File: src/rtl/servo_en_seq.sv
// -----------------------------------------------------------------------------
// servo_en_seq
// Re-armable power-up sequencer for temperature-servo enable lines.
// After an arm event all channel enables are held low for DLY_INIT cycles,
// then channels are released one at a time, STAGGER cycles apart, in
// ascending index order. A released channel simply follows its software
// enable. The sequence can be restarted (arm) or cancelled (abort) at any time.
//
// Ports:
//   clk      - system clock
//   rst_n    - asynchronous active-low reset
//   arm      - synchronous pulse, starts or restarts the sequence
//   abort    - synchronous level, forces all outputs off and holds IDLE
//   en_in    - requested channel enables [NCH]
//   en_out   - gated channel enables, registered [NCH]
//   rel_mask - set of released channels [NCH]
//   busy     - high while in WAIT or STAG
//   state    - current state: 0 IDLE, 1 WAIT, 2 STAG, 3 RUN
// -----------------------------------------------------------------------------
module servo_en_seq #(
   parameter int NCH      = 10,
   parameter int CNT_W    = 32,
   parameter int DLY_INIT = 1_000_000,
   parameter int STAGGER  = 100_000,
   parameter bit AUTO_ARM = 1'b1
) (
   input  logic             clk,
   input  logic             rst_n,
   input  logic             arm,
   input  logic             abort,
   input  logic [NCH-1:0]   en_in,
   output logic [NCH-1:0]   en_out,
   output logic [NCH-1:0]   rel_mask,
   output logic             busy,
   output logic [1:0]       state
);

   typedef enum logic [1:0] {
      S_IDLE = 2'd0,
      S_WAIT = 2'd1,
      S_STAG = 2'd2,
      S_RUN  = 2'd3
   } state_t;

   localparam int             IDX_W    = $clog2(NCH + 1);
   localparam logic [CNT_W-1:0] DLY_LAST = CNT_W'(DLY_INIT - 1);
   localparam logic [CNT_W-1:0] STG_LAST = CNT_W'((STAGGER > 0) ? STAGGER - 1 : 0);
   localparam logic [NCH-1:0]   ALL_ON   = '1;
   // With a zero stagger, or a single channel, every channel goes at once.
   localparam bit               REL_ALL  = (STAGGER == 0) || (NCH == 1);

   // Parameter sanity, caught at elaboration.
   if (NCH < 1 || NCH > 32) begin : g_bad_nch
      $error("servo_en_seq: NCH must be in 1..32");
   end
   if (DLY_INIT < 1 || STAGGER < 0) begin : g_bad_dly
      $error("servo_en_seq: DLY_INIT must be >= 1 and STAGGER >= 0");
   end
   if ((CNT_W < 32) && (((DLY_INIT >> CNT_W) != 0) || ((STAGGER >> CNT_W) != 0))) begin : g_bad_w
      $error("servo_en_seq: DLY_INIT/STAGGER do not fit in CNT_W bits");
   end

   state_t             state_q, state_nxt;
   logic [CNT_W-1:0]   cnt_q, cnt_nxt;
   logic [IDX_W-1:0]   idx_q, idx_nxt;
   logic [NCH-1:0]     mask_nxt;
   logic               auto_pend_q;
   logic               arm_evt;

   // The automatic arm is a one-shot: it only exists on the first edge after
   // reset release and is consumed (or cancelled by abort) on that edge.
   assign arm_evt = arm | auto_pend_q;

   // NOTE: every signal gets a default before the case statement, so no path
   // leaves a value unassigned and no latch is inferred.
   always_comb begin
      state_nxt = state_q;
      cnt_nxt   = cnt_q;
      idx_nxt   = idx_q;
      mask_nxt  = rel_mask;

      if (abort) begin
         state_nxt = S_IDLE;
         cnt_nxt   = '0;
         idx_nxt   = '0;
         mask_nxt  = '0;
      end else if (arm_evt) begin
         state_nxt = S_WAIT;
         cnt_nxt   = '0;
         idx_nxt   = '0;
         mask_nxt  = '0;
      end else begin
         unique case (state_q)
            S_IDLE: begin
               cnt_nxt  = '0;
               mask_nxt = '0;
            end
            S_WAIT: begin
               if (cnt_q == DLY_LAST) begin
                  cnt_nxt   = '0;
                  state_nxt = (NCH == 1) ? S_RUN : S_STAG;
                  if (REL_ALL) begin
                     mask_nxt = ALL_ON;
                     idx_nxt  = IDX_W'(NCH);
                  end else begin
                     mask_nxt[0] = 1'b1;
                     idx_nxt     = IDX_W'(1);
                  end
               end else begin
                  cnt_nxt = cnt_q + CNT_W'(1);
               end
            end
            S_STAG: begin
               if (&rel_mask) begin
                  state_nxt = S_RUN;
                  cnt_nxt   = '0;
               end else if (cnt_q == STG_LAST) begin
                  cnt_nxt = '0;
                  idx_nxt = idx_q + IDX_W'(1);
                  for (int i = 0; i < NCH; i++) begin
                     if (idx_q == IDX_W'(i)) mask_nxt[i] = 1'b1;
                  end
               end else begin
                  cnt_nxt = cnt_q + CNT_W'(1);
               end
            end
            S_RUN: begin
               cnt_nxt  = '0;
               mask_nxt = ALL_ON;
            end
            default: begin
               state_nxt = S_IDLE;
            end
         endcase
      end
   end

   // NOTE: state is written with non-blocking assignments so every register
   // samples the pre-edge values, independent of statement order.
   always_ff @(posedge clk or negedge rst_n) begin
      if (!rst_n) begin
         state_q     <= S_IDLE;
         cnt_q       <= '0;
         idx_q       <= '0;
         rel_mask    <= '0;
         en_out      <= '0;
         busy        <= 1'b0;
         auto_pend_q <= AUTO_ARM;
      end else begin
         state_q     <= state_nxt;
         cnt_q       <= cnt_nxt;
         idx_q       <= idx_nxt;
         rel_mask    <= mask_nxt;
         // Gate with the mask being loaded on this edge so a channel is seen
         // high on the same edge it is released, and an arm/abort blanks the
         // outputs on that very edge.
         en_out      <= en_in & mask_nxt;
         busy        <= (state_nxt == S_WAIT) || (state_nxt == S_STAG);
         auto_pend_q <= 1'b0;
      end
   end

   assign state = state_q;

endmodule

File: config.mk
export PLATFORM = sky130hd
export DESIGN_NAME = servo_en_seq
export DESIGN_NICKNAME = d
export VERILOG_FILES = /design/src/rtl/servo_en_seq.sv
export SDC_FILE = /design/constraint.sdc
export NUM_CORES = 1
export LEC_CHECK = 0
export ABC_AREA = 1
export BUFFER_PORTS_ARGS = -buffer_cell sky130_fd_sc_hd__buf_2
export CAP_MARGIN = 20
export CELL_PAD_IN_SITES_DETAIL_PLACEMENT = 2
export CELL_PAD_IN_SITES_GLOBAL_PLACEMENT = 2
export CORE_UTILIZATION = 37
export CTS_CLUSTER_DIAMETER = 50
export DETAILED_ROUTE_END_ITERATION = 16
export PLACE_DENSITY = 0.82
export RECOVER_POWER = 25
export SLEW_MARGIN = 25
export SYNTH_ARGS = -nofsm -noshare
export SYNTH_HDL_FRONTEND = slang
export SYNTH_SLANG_ARGS = --single-unit
File: constraint.sdc
create_clock -name clk -period 3.29 [get_ports clk]
set_input_delay 0.1645 -clock clk [delete_from_list [all_inputs] [get_ports clk]]
set_output_delay 0.1645 -clock clk [all_outputs]
set_load 0.005 [all_outputs]
* Word-level counts from Yosys, hierarchy flattened
Cells that the tools add are included.
** Storage, ports and cells
- Input bits :: 14
- Register bits after elaboration :: 60
- Output and inout bits :: 23
- Logic and storage cells :: 71
** Operators by class
- Reduce and logical (&&, ||, !) cells :: 7
- Bitwise logic cells :: 2
- Equality and inequality tests :: 19
- Mux-type cells :: 34
- Add/subtract/negate cells :: 2
** Operator list (number)
- $mux W32 :: 5
- $pmux W32 S3 :: 1
- $mux W10 :: 4
- $add A32 B1 Y32 const B :: 1
- $eq A32 B17 Y1 const B :: 1
- $eq A32 B20 Y1 const B :: 1
- $pmux W9 S3 :: 1
- $mux W4 :: 5
- $eq A4 B3 Y1 const B :: 4
- $ne A4 B4 Y1 const B :: 3
- $mux W1 :: 11
- $and A10 B10 Y10 :: 1
- $reduce_and A10 Y1 :: 1
- $eq A4 B2 Y1 const B :: 2
- $eq A4 B4 Y1 const B :: 2
- $mux W2 :: 4
- $pmux W4 S2 :: 1
- $eq A2 B2 Y1 const B :: 3
- $add A4 B1 Y4 const B :: 1
- $eq A2 B1 Y1 const B :: 2
- $eq A4 B1 Y1 const B :: 1
- $logic_not A4 Y1 :: 1
- $pmux W1 S4 :: 1
- $pmux W2 S2 :: 1
- other kinds (6) :: 6

* Depth between registers and ports, before layout
- Depth after elaboration :: 8
- Mapped depth :: 13

* Worst setup path after synthesis
Ideal clock, no wire load.
- Kind :: register -> register
- Start :: reg cnt_q[0]
- End :: reg cnt_q[29]
- Cell stages (with the launch flop) :: 12
- Arrival time :: 1.439 ns
- Clock period less this slack :: 1.557 ns
- Path buffers :: 1
- Setup slack :: 1.733 ns
- Path through :: dfrtp_1 ha_1 nand2_2 nor2_4 nand4_2 nor2_2 nand2_2 nand2_2 o21ai_2 nand2_4 buf_6 nor2_1
** On the way
- Word-level cells in the longest chain between the ends :: 6
** Ends and longest elaborated chain
- from (decl) :: line 64 : logic [CNT_W-1:0] cnt_q, cnt_nxt;
- from (signal assigned) :: line 151 : cnt_q <= cnt_nxt;
- $add A32 B1 Y32 or $eq A32 B17 Y1 (tied branches) :: line 110, 124, 117
- $mux W32 :: line 117 : end else if (cnt_q == STG_LAST) begin
- $mux W32 :: line 114 : if (&rel_mask) begin
- $pmux W32 S3 (*) :: line 93 : unique case (state_q)
- $mux W32 (*) :: line 87 : end else if (arm_evt) begin
- $mux W32 (*) :: line 82 : if (abort) begin
- via cnt_nxt[29] :: line 64
The timed path passes the listed nets; every way through them passes the cells marked *.
A chain may end at the register's enable or synchronous reset.

* Worst setup path after layout
- Start :: reg cnt_q[0]
- End :: reg cnt_q[26]
Same word-level chain as after synthesis.

==> out/summary.txt <==
Worst setup EP type -> register
Synth async-reset ratio -> 100%
Port Buffers -> 36
Worst Tran Pin Value -> 1500 ps
Fin crit share -> 72.5%
Setup Skew -> 4.96 ps
Area grow syn2layout -> 12.9%
Mapped Nets -> 520
Slew Viols, Final -> 0
Layout cells sized above 1 -> 15.9%
Num CTS Buffers -> 9
Yosys warning count -> 0
Ant. Diodes -> 0
Critical setup path kind -> register to register
Bufs on Longest Clock Path -> 2
Post-synth EDFFs -> 0
Total negative slack -> 0 ps
RSZ-0062 raised after global routing -> false
Multi-input gate area -> 0.00181 sq mm
Leakage power -> 0.00220 uW
Commonest cells after routing, fill and taps aside -> nand2_1, inv_1, nor2_1
Total power -> 1550 uW
Failing checks -> max-capacitance violations
Relative max-transition margin -> 0.00993%
# IOs -> 37
Crit path max fanout -> 31
Root buffer selected by CTS -> clkbuf_8
Post-layout min period -> 2380 ps
Core ar. -> 0.00977 sq mm
Layout fillers -> 1215
Post-route ant nets -> 0
Outcome -> finished with violations
Top_reg_cell synth -> dfrtp_1
Max-cap viol count -> 1
Routed Wire Length -> 10.9 mm
Height of the die -> 102 um
Clk sink count -> 60
Drt pass-1 iters -> 5
Seq. cell area -> 0.00150 sq mm
Final Hold Fails -> 0
Synth unique cells -> 35
Number of global-route vias before repair -> 3691
Residual DRC -> 0
Cell Pwr Density -> 369 mW/mm^2
Vias -> 3264
Final Setup Violations -> 0
Gate Count Post-Synth -> 497
Most common cell after layout, fill and taps aside -> nand2_1
Clock slew at reported path FFs -> 70 ps
Post-synthesis sequential area ratio -> 40.4%
Die width -> 102 um
Hold depth -> 3
Gr usage total -> 22.9%
Hpwl dp -> 8.14 mm
Row count -> 36
WL/cell -> 16.2 um
GP Congestion -> 0.803
CP startpoint kind -> register
Crit path required time -> 3500 ps
Final nets -> 559
Pin count of the biggest net entering global routing -> 32
Post-cts sizing count -> 0
CTS tree -> built
Max VDD drop -> 0.182 mV
First-pass GRT wire length -> 18.2 mm
Initial antenna violation count -> 0
Synthesized area -> 0.00372 sq mm
#FFs+latches synth -> 60
R2R cell count -> 10
Mapped Avg Cell Area -> 7.49 sq um
Via/cell ratio -> 4.84
Hold Path Class -> input port to register
DRT iter0 DRCs -> 44
Initial core utilization -> 38.1%
Die area -> 0.0105 sq mm
CTS HTree Levels -> 3
Critical Path AT -> 2600 ps
Worst skew pair latency -> 340 ps
Achievable Freq -> 0.419 GHz
GRT overflow -> 0
-- cells in the mapped netlist, types with 4 or more instances --
master    number  area [sq um]
a21oi_1       15          75.1
inv_1         80           300
inv_2          6          22.5
ha_1           9           113
nand2_1      114           428
nand3_1       37           185
nand3b_1       8          60.1
nor2_2        12          75.1
nor2_1        69           259
nor3_1         9          45.0
buf_6          4          45.0
dfrtp_1       59          1480
xor2_1        25           219
nand2_2        4          25.0
nand4_1        9          56.3
-- stage by stage --
stage | hold WS [ps] | setup WS, ps | std cells | instance area, sq um | util (%)
after floorplan | -131 | 1730 | 497 | 3720 | -
after global placement | 198 | 1020 | 657 | 4000 | 40.9
after detailed placement | 220 | 918 | 657 | 4000 | 40.9
after CTS | 4.17 | 877 | 674 | 4210 | 43.1
after global routing | 10.3 | 672 | 674 | 4200 | 43.0
final | 20.0 | 905 | 674 | 4200 | 43.0
-- power breakdown --
part | internal (uW) | switching (uW) | total [uW]
sequential | 745 | 5.75 | 751
clock | 389 | 312 | 701
combinational | 29.0 | 68.5 | 97.5
-- layout make-up --
class,count,area share [%]
Tap cell,133,3.96
Multi-Input combinational cell,340,43.2
Clock inverter,4,1.13
Inverter,86,7.68
Sequential cell,60,35.7
Timing Repair Buffer,39,4.64
Clock buffer,12,3.69
-- worst paths after layout --
kind,end,slack (ps),from
max,cnt_q[26]$_DFF_PN0_,910,cnt_q[0]$_DFF_PN0_
min,en_out[7]$_DFF_PN0_,20,en_in[7]
max reg2reg,cnt_q[26]$_DFF_PN0_,910,cnt_q[0]$_DFF_PN0_
min reg2reg,cnt_q[0]$_DFF_PN0_,490,cnt_q[0]$_DFF_PN0_
max in group asynchronous,cnt_q[5]$_DFF_PN0_,1510,rst_n
min in group asynchronous,cnt_q[17]$_DFF_PN0_,720,rst_n
-- flip-flops by register name (all words and copies together) (netlist names) --
| name | count |
|---|---|
| cnt_q | 32 |
| en_out | 10 |
| rel_mask | 10 |
| idx_q | 4 |
| state | 2 |
| auto_pend_q | 1 |
| busy | 1 |
-- worst max-delay path, stage by stage, from the launching register on --
cell     delay [ps]
dfrtp_1         390
ha_1            210
nand2_2          80
nor2_4          140
nand4_2          90
nor2_2          410
nand2_2         270
nand2_2         150
o21ai_2          90
nand2_4         310
nor2_1          110
-- layer usage --
layer  part of all wire, %  up-vias  global-route usage (%)
li1                      -     1603                       -
met1                    42     1624                    25.8
met2                    55       27                    43.4
met3                   1.9       10                    4.31
met4                   1.1        0                    6.70
met5                     0        -                       0
-- repair_timing --
| action | 4_1_cts | 5_1_grt |
|---|---|---|
| hold buffers | 1 | 0 |
| hold endpoints to repair | 22 | 0 |
| setup buffers | 0 | 0 |
-- kinds of logic after synthesis --
family / Yosys count / synth area share, %
flops: 60 / 40.4
xor+xnor: 26 / 6.12
compound gates: 24 / 3.53
buf+inv: 97 / 10.9
other cells: 1 / 0.101
fa+ha+maj: 9 / 3.03
simple gates: 280 / 36.0
(Power assumes the default switching activity.)
